--- src/rtl/ram_scan_reader.sv ---
// Walks a RAM read port address by address and holds each word for display.
// Optional zero-word skipping is enabled with `define SCAN_SKIP_ZERO_EN.
module ram_scan_reader #(
    parameter int ADDR_W     = 5,
    parameter int DATA_W     = 3,
    parameter int TICK_DIV   = 50000000,
    parameter int RD_LATENCY = 2
) (
    input  logic              clock,
    input  logic              reset,
    input  logic              enable,
    input  logic              step,
    output logic [ADDR_W-1:0] rdaddress,
    input  logic [DATA_W-1:0] rddata,
    output logic [ADDR_W-1:0] disp_addr,
    output logic [DATA_W-1:0] disp_data,
    output logic [3:0]        addr_tens,
    output logic [3:0]        addr_ones,
    output logic              disp_valid
);

    localparam int DW = $clog2(TICK_DIV);

    localparam logic [1:0] S_IDLE  = 2'd0;
    localparam logic [1:0] S_ISSUE = 2'd1;
    localparam logic [1:0] S_WAIT  = 2'd2;
    localparam logic [1:0] S_SHOW  = 2'd3;

    logic [1:0]    state;
    logic [DW-1:0] dwell;
    logic [2:0]    lat;
    logic [6:0]    addr_ext;
    logic [3:0]    tens_nx;
    logic [3:0]    ones_nx;
    logic          lat_done;
    logic          dwell_done;
    logic          skip;

    assign lat_done   = (lat == 3'(RD_LATENCY - 1));
    assign dwell_done = (dwell == DW'(TICK_DIV - 1));

    // BCD of the address being captured, registered with disp_addr
    always_comb begin
        addr_ext = 7'(rdaddress);
        tens_nx  = 4'(addr_ext / 7'd10);
        ones_nx  = 4'(addr_ext % 7'd10);
    end

`ifdef SCAN_SKIP_ZERO_EN
    logic [ADDR_W-1:0] skip_cnt;

    // A full lap of zero words forces the next one to be shown
    assign skip = (rddata == '0) && (skip_cnt != '1);

    always_ff @(posedge clock or posedge reset) begin
        if (reset) begin
            skip_cnt <= '0;
        end else if (enable && state == S_WAIT && lat_done) begin
            if (skip)
                skip_cnt <= skip_cnt + 1'b1;
            else
                skip_cnt <= '0;
        end
    end
`else
    assign skip = 1'b0;
`endif

    always_ff @(posedge clock or posedge reset) begin
        if (reset) begin
            state      <= S_IDLE;
            rdaddress  <= '0;
            disp_addr  <= '0;
            disp_data  <= '0;
            addr_tens  <= '0;
            addr_ones  <= '0;
            disp_valid <= 1'b0;
            dwell      <= '0;
            lat        <= '0;
        end else if (state != S_IDLE && !enable) begin
            state      <= S_IDLE;
            disp_valid <= 1'b0;
        end else begin
            unique case (state)
                S_IDLE: begin
                    if (enable)
                        state <= S_ISSUE;
                end
                S_ISSUE: begin
                    lat   <= '0;
                    state <= S_WAIT;
                end
                S_WAIT: begin
                    if (!lat_done) begin
                        lat <= lat + 3'd1;
                    end else if (skip) begin
                        rdaddress <= rdaddress + 1'b1;
                        state     <= S_ISSUE;
                    end else begin
                        disp_data  <= rddata;
                        disp_addr  <= rdaddress;
                        addr_tens  <= tens_nx;
                        addr_ones  <= ones_nx;
                        disp_valid <= 1'b1;
                        dwell      <= '0;
                        state      <= S_SHOW;
                    end
                end
                S_SHOW: begin
                    if (dwell_done || step) begin
                        rdaddress <= rdaddress + 1'b1;
                        state     <= S_ISSUE;
                    end else begin
                        dwell <= dwell + 1'b1;
                    end
                end
                default: state <= S_IDLE;
            endcase
        end
    end

endmodule
--- config.mk ---
export PLATFORM = sky130hd
export DESIGN_NAME = ram_scan_reader
export DESIGN_NICKNAME = d
export VERILOG_FILES = /design/src/rtl/ram_scan_reader.sv
export SDC_FILE = /design/constraint.sdc
export NUM_CORES = 1
export LEC_CHECK = 0
export ABC_CLOCK_PERIOD_IN_PS = 2800
export BUFFER_PORTS_ARGS = -buffer_cell sky130_fd_sc_hd__buf_2
export CAP_MARGIN = 5
export CORE_UTILIZATION = 45
export CTS_BUF_LIST = sky130_fd_sc_hd__clkbuf_16
export DETAILED_ROUTE_END_ITERATION = 10
export MAX_ROUTING_LAYER = met4
export PLACE_DENSITY = 0.75
export SYNTH_ARGS = -nofsm -noshare
export SYNTH_HDL_FRONTEND = slang
export SYNTH_SLANG_ARGS = --single-unit
--- constraint.sdc ---
create_clock -name clock -period 2.8 [get_ports clock]
set_input_delay 0.14 -clock clock [delete_from_list [all_inputs] [get_ports clock]]
set_output_delay 0.14 -clock clock [all_outputs]
set_load 0.005 [all_outputs]
==> run summary <==
=====================================================================================
Arrival time worst endpoint                                                   2.58 ns
Antenna Nets Post-Route                                                             0
Sequential group share of total power                                           0.402
Critical Path Sink                                                       addr_ones[1]
Worst clock skew on the final layout                                       0.00671 ns
Cell depth of the worst flop-to-flop path                                           9
Top achievable clock speed                                                  0.416 GHz
Relative contribution of combinational cells to total power                     0.316
EDFF count, synth                                                                   0
Setup violators final                                                               0
Slew of the pin with the lowest slew margin                                   1.04 ns
Post-synthesis area per instance                                             9.93 um2
Setup total negative slack                                                       0 ns
Clock sink count                                                                   50
Cell types with the largest area share after synthesis                   sky130_fd_sc_hd__dfrtp_1 44%, sky130_fd_sc_hd__ha_1 5.3%, sky130_fd_sc_hd__mux2_2 4.8%
Launch instance of the worst register-to-register path                   rdaddress[3]
Die span in y                                                                 81.1 um
Fraction of synthesized cell area taken by the top area cell type               0.444
Initial Utilization                                                             0.471
Int Pwr                                                                     0.00165 W
CTS Buf Count                                                                       5
# H-tree levels                                                                     2
Overflow after GRT                                                                  0
Async set or reset register ratio after synthesis                                1.00
Seq/Total Area, Yosys                                                           0.444
Worst reg-to-reg setup slack                                                  0.40 ns
Mapped Cells                                                                      284
Leakage power figure                                                          1.43 nW
Worst setup startpoint                                                   rdaddress[3]
Die extent in x                                                               81.1 um
Final period demand of the worst path                                         2.40 ns
Die Area                                                                     6580 um2
Tightest Hold Check Type                                                       in2reg
Final GP Congestion                                                             0.824
Worst slack, placed                                                          0.409 ns
Yosys reg bits                                                                     50
Number of vias in the routed layout                                              2179
Net switching share of the total power                                          0.326
Final routed wirelength across all metal layers                               5.42 mm
Clock tree from TritonCTS                                                        done
Kind of end point of the critical path                                           flop
Share of the clock period used by the worst path                                0.858
Synthesis warning total                                                             0
Nets                                                                              325
Relative slew slack                                                             0.308
Post-synthesis cell type count                                                     53
Cell type contributing the most total cell area after synthesis          sky130_fd_sc_hd__dfrtp_1
Total inserted antenna cells                                                        0
Prevailing post-synth register cell                                      sky130_fd_sc_hd__dfrtp_1
Global-route total usage across every layer                                     0.193
Layout Area Growth over Synthesis                                               12.3%
Initial antenna violation count                                                     0
First-iteration detailed-routing DRC count                                        127
Worst flop-to-flop path endpoint                                         addr_ones[1]
Number of buffers inserted by port buffering                                       26
Max-cap violations                                                                  0
Count of cells resized by post-cts repair                                           0
First-pass iteration count of the detailed router                                   4
Post-placement cell count                                                         374
Total power                                                                 0.00245 W
Most frequent standard cell in the layout excluding fill and tap cells   sky130_fd_sc_hd__dfrtp_1
Ratio of routed vias to standard cells                                           5.70
Final Hold Vio Count                                                                0
Clock Root Buffer                                                        sky130_fd_sc_hd__clkbuf_16
Clock network fraction of total power                                           0.282
Most frequent cells in the layout                                        50 x sky130_fd_sc_hd__dfrtp_1, 26 x sky130_fd_sc_hd__buf_2, 24 x sky130_fd_sc_hd__nor2_1
Power density of the placed cells                                          774 nW/um2
Required time of the critical path                                            2.98 ns
# Post-CTS Setup Buffers                                                            0
Detailed placer's ending HPWL                                                 3.64 mm
Largest net degree at the start of global routing                                  51
Peak VDD IR                                                                  0.394 mV
Net load switching power                                                   0.000800 W
Core Footprint                                                               5990 um2
Critical Path Start Type                                                         flop
FP Rows                                                                            28
Clk Latency, worst-skew pair                                                  0.29 ns
Fraction of final layout cells with drive strength greater than 1               0.186
Filler Cells Inserted                                                             534
Kind of critical path                                                         reg2reg
DRC violation count after routing                                                   0
Status                                                                   finished clean
RSZ-0062 raised after global routing                                            false
Source of the worst hold timing path                                        rddata[2]
First-pass GRT wire length                                                    9.43 mm
Setup slack after layout                                                     0.399 ns
CTS Hold Bufs                                                                       0
Count of non-filler cells in the finished layout                                  382
Routed WL per cell                                                            14.2 um
Vias in the first global route                                                   2067
Final Max Slew Viols                                                                0
Total standard cell area after synthesis                                     2820 um2
Worst-case clock buffer depth                                                       2
Top-level I/O count                                                                29
Worst Hold Path Cells                                                               2
Peak fanout along the critical path                                                 6
Clock Pin Slew Worst Setup and Hold Paths                                     0.07 ns
=====================================================================================
[worst min path at each step]
stage / end / slack, ns
after global placement: disp_data[2] / 0.37
after detailed placement: disp_data[2] / 0.38
after floorplan: disp_data[0] / 0.29
final: disp_data[2] / 0.07
after global routing: disp_data[2] / 0.07
after CTS: disp_data[2] / 0.07
[per-layer routing]
| metal | share of wire | up-vias | wire, um | global-route usage |
|---|---|---|---|---|
| met3 | 0.041 | 9 | 224 | 0.0360 |
| met2 | 0.47 | 49 | 2560 | 0.294 |
| met4 | 0.019 | 0 | 102 | 0.0857 |
| met5 | 0 | - | 0 | - |
| li1 | - | 1075 | - | - |
| met1 | 0.47 | 1046 | 2530 | 0.250 |
[power by group through the flow]
| stage | Sequential (W) | Combinational [W] | Clock [W] |
|---|---|---|---|
| after floorplan | 0.000993 | 0.000567 | 0 |
| after global placement | 0.000994 | 0.000750 | 0 |
| after detailed placement | 0.00100 | 0.000767 | 0 |
| after CTS | 0.000989 | 0.000777 | 0.000708 |
| after global routing | 0.00101 | 0.000909 | 0.000732 |
| final | 0.000987 | 0.000773 | 0.000691 |
[critical path, cell delays in order, from the launching register on]
cell and delay [ns]:
sky130_fd_sc_hd__dfrtp_1 0.38, sky130_fd_sc_hd__or2_2 0.29, sky130_fd_sc_hd__ha_1 0.24, sky130_fd_sc_hd__nand2b_1 0.19, sky130_fd_sc_hd__a32o_1 0.22, sky130_fd_sc_hd__ha_1 0.23
sky130_fd_sc_hd__a21boi_0 0.15, sky130_fd_sc_hd__o2bb2ai_1 0.24, sky130_fd_sc_hd__xnor2_1 0.09, sky130_fd_sc_hd__mux2_2 0.26
[per-stage QoR]
step / util / cell area (um2) / hold WS (ns)
floorplan: - / 2820 / 0.292
global placement: 0.500 / 3000 / 0.375
detailed placement: 0.500 / 3000 / 0.376
CTS: 0.529 / 3170 / 0.0693
global route: 0.529 / 3170 / 0.0730
finish: 0.529 / 3170 / 0.0736
[cells in the mapped netlist, types with 2 or more instances]
cell type / count
sky130_fd_sc_hd__a2111o_1: 2
sky130_fd_sc_hd__a211oi_1: 2
sky130_fd_sc_hd__a21boi_0: 2
sky130_fd_sc_hd__a21oi_1: 2
sky130_fd_sc_hd__a22o_1: 3
sky130_fd_sc_hd__a22oi_1: 2
sky130_fd_sc_hd__a31oi_1: 4
sky130_fd_sc_hd__and2_1: 3
sky130_fd_sc_hd__and3_1: 5
sky130_fd_sc_hd__and4_1: 5
sky130_fd_sc_hd__buf_4: 4
sky130_fd_sc_hd__clkbuf_1: 11
sky130_fd_sc_hd__dfrtp_1: 50
sky130_fd_sc_hd__ha_1: 12
sky130_fd_sc_hd__inv_1: 12
sky130_fd_sc_hd__mux2_2: 12
sky130_fd_sc_hd__nand2_1: 15
sky130_fd_sc_hd__nand2b_1: 6
sky130_fd_sc_hd__nand3_1: 16
sky130_fd_sc_hd__nand4_1: 9
sky130_fd_sc_hd__nor2_1: 24
sky130_fd_sc_hd__nor2b_1: 3
sky130_fd_sc_hd__nor3_1: 7
sky130_fd_sc_hd__nor4_1: 2
sky130_fd_sc_hd__nor4b_1: 2
sky130_fd_sc_hd__o2111ai_1: 4
sky130_fd_sc_hd__o211ai_1: 5
sky130_fd_sc_hd__o21ai_0: 8
sky130_fd_sc_hd__o21ai_1: 2
sky130_fd_sc_hd__o22ai_1: 3
sky130_fd_sc_hd__o31ai_1: 3
sky130_fd_sc_hd__or2_2: 2
sky130_fd_sc_hd__or4_1: 3
sky130_fd_sc_hd__xnor2_1: 15
sky130_fd_sc_hd__xor2_1: 6
[state kept, by name (all words and copies together) (netlist names)]
| signal | flops |
|---|---|
| lat | 3 |
| addr_tens | 2 |
| disp_data | 3 |
| dwell | 26 |
| disp_valid | 1 |
| disp_addr | 5 |
| state | 2 |
| rdaddress | 5 |
| addr_ones | 3 |
[cell type report]
class / count / area [um2] / share of cell area
clock inverter: 3 / 45.0 / 0.0142
timing repair buffer: 31 / 168 / 0.0529
inverter: 12 / 45.0 / 0.0142
clock buffer: 5 / 125 / 0.0395
multi-input combinational: 206 / 1440 / 0.454
tap: 75 / 93.8 / 0.0296
sequential: 50 / 1250 / 0.395
[logic make-up (layout without fill, tap and decap cells)]
family	Yosys count	count (layout)	share of synthesized area
adders and majority gates	12	12	0.0533
buffers and inverters	29	51	0.0470
AOI/OAI and AO/OA	51	51	0.134
DFF	50	50	0.444
and+or+nand+nor	108	108	0.207
other	1	2	0.00133
xor gates and xnor gates	21	21	0.0652
muxes	12	12	0.0479
(Power assumes the default switching activity.)
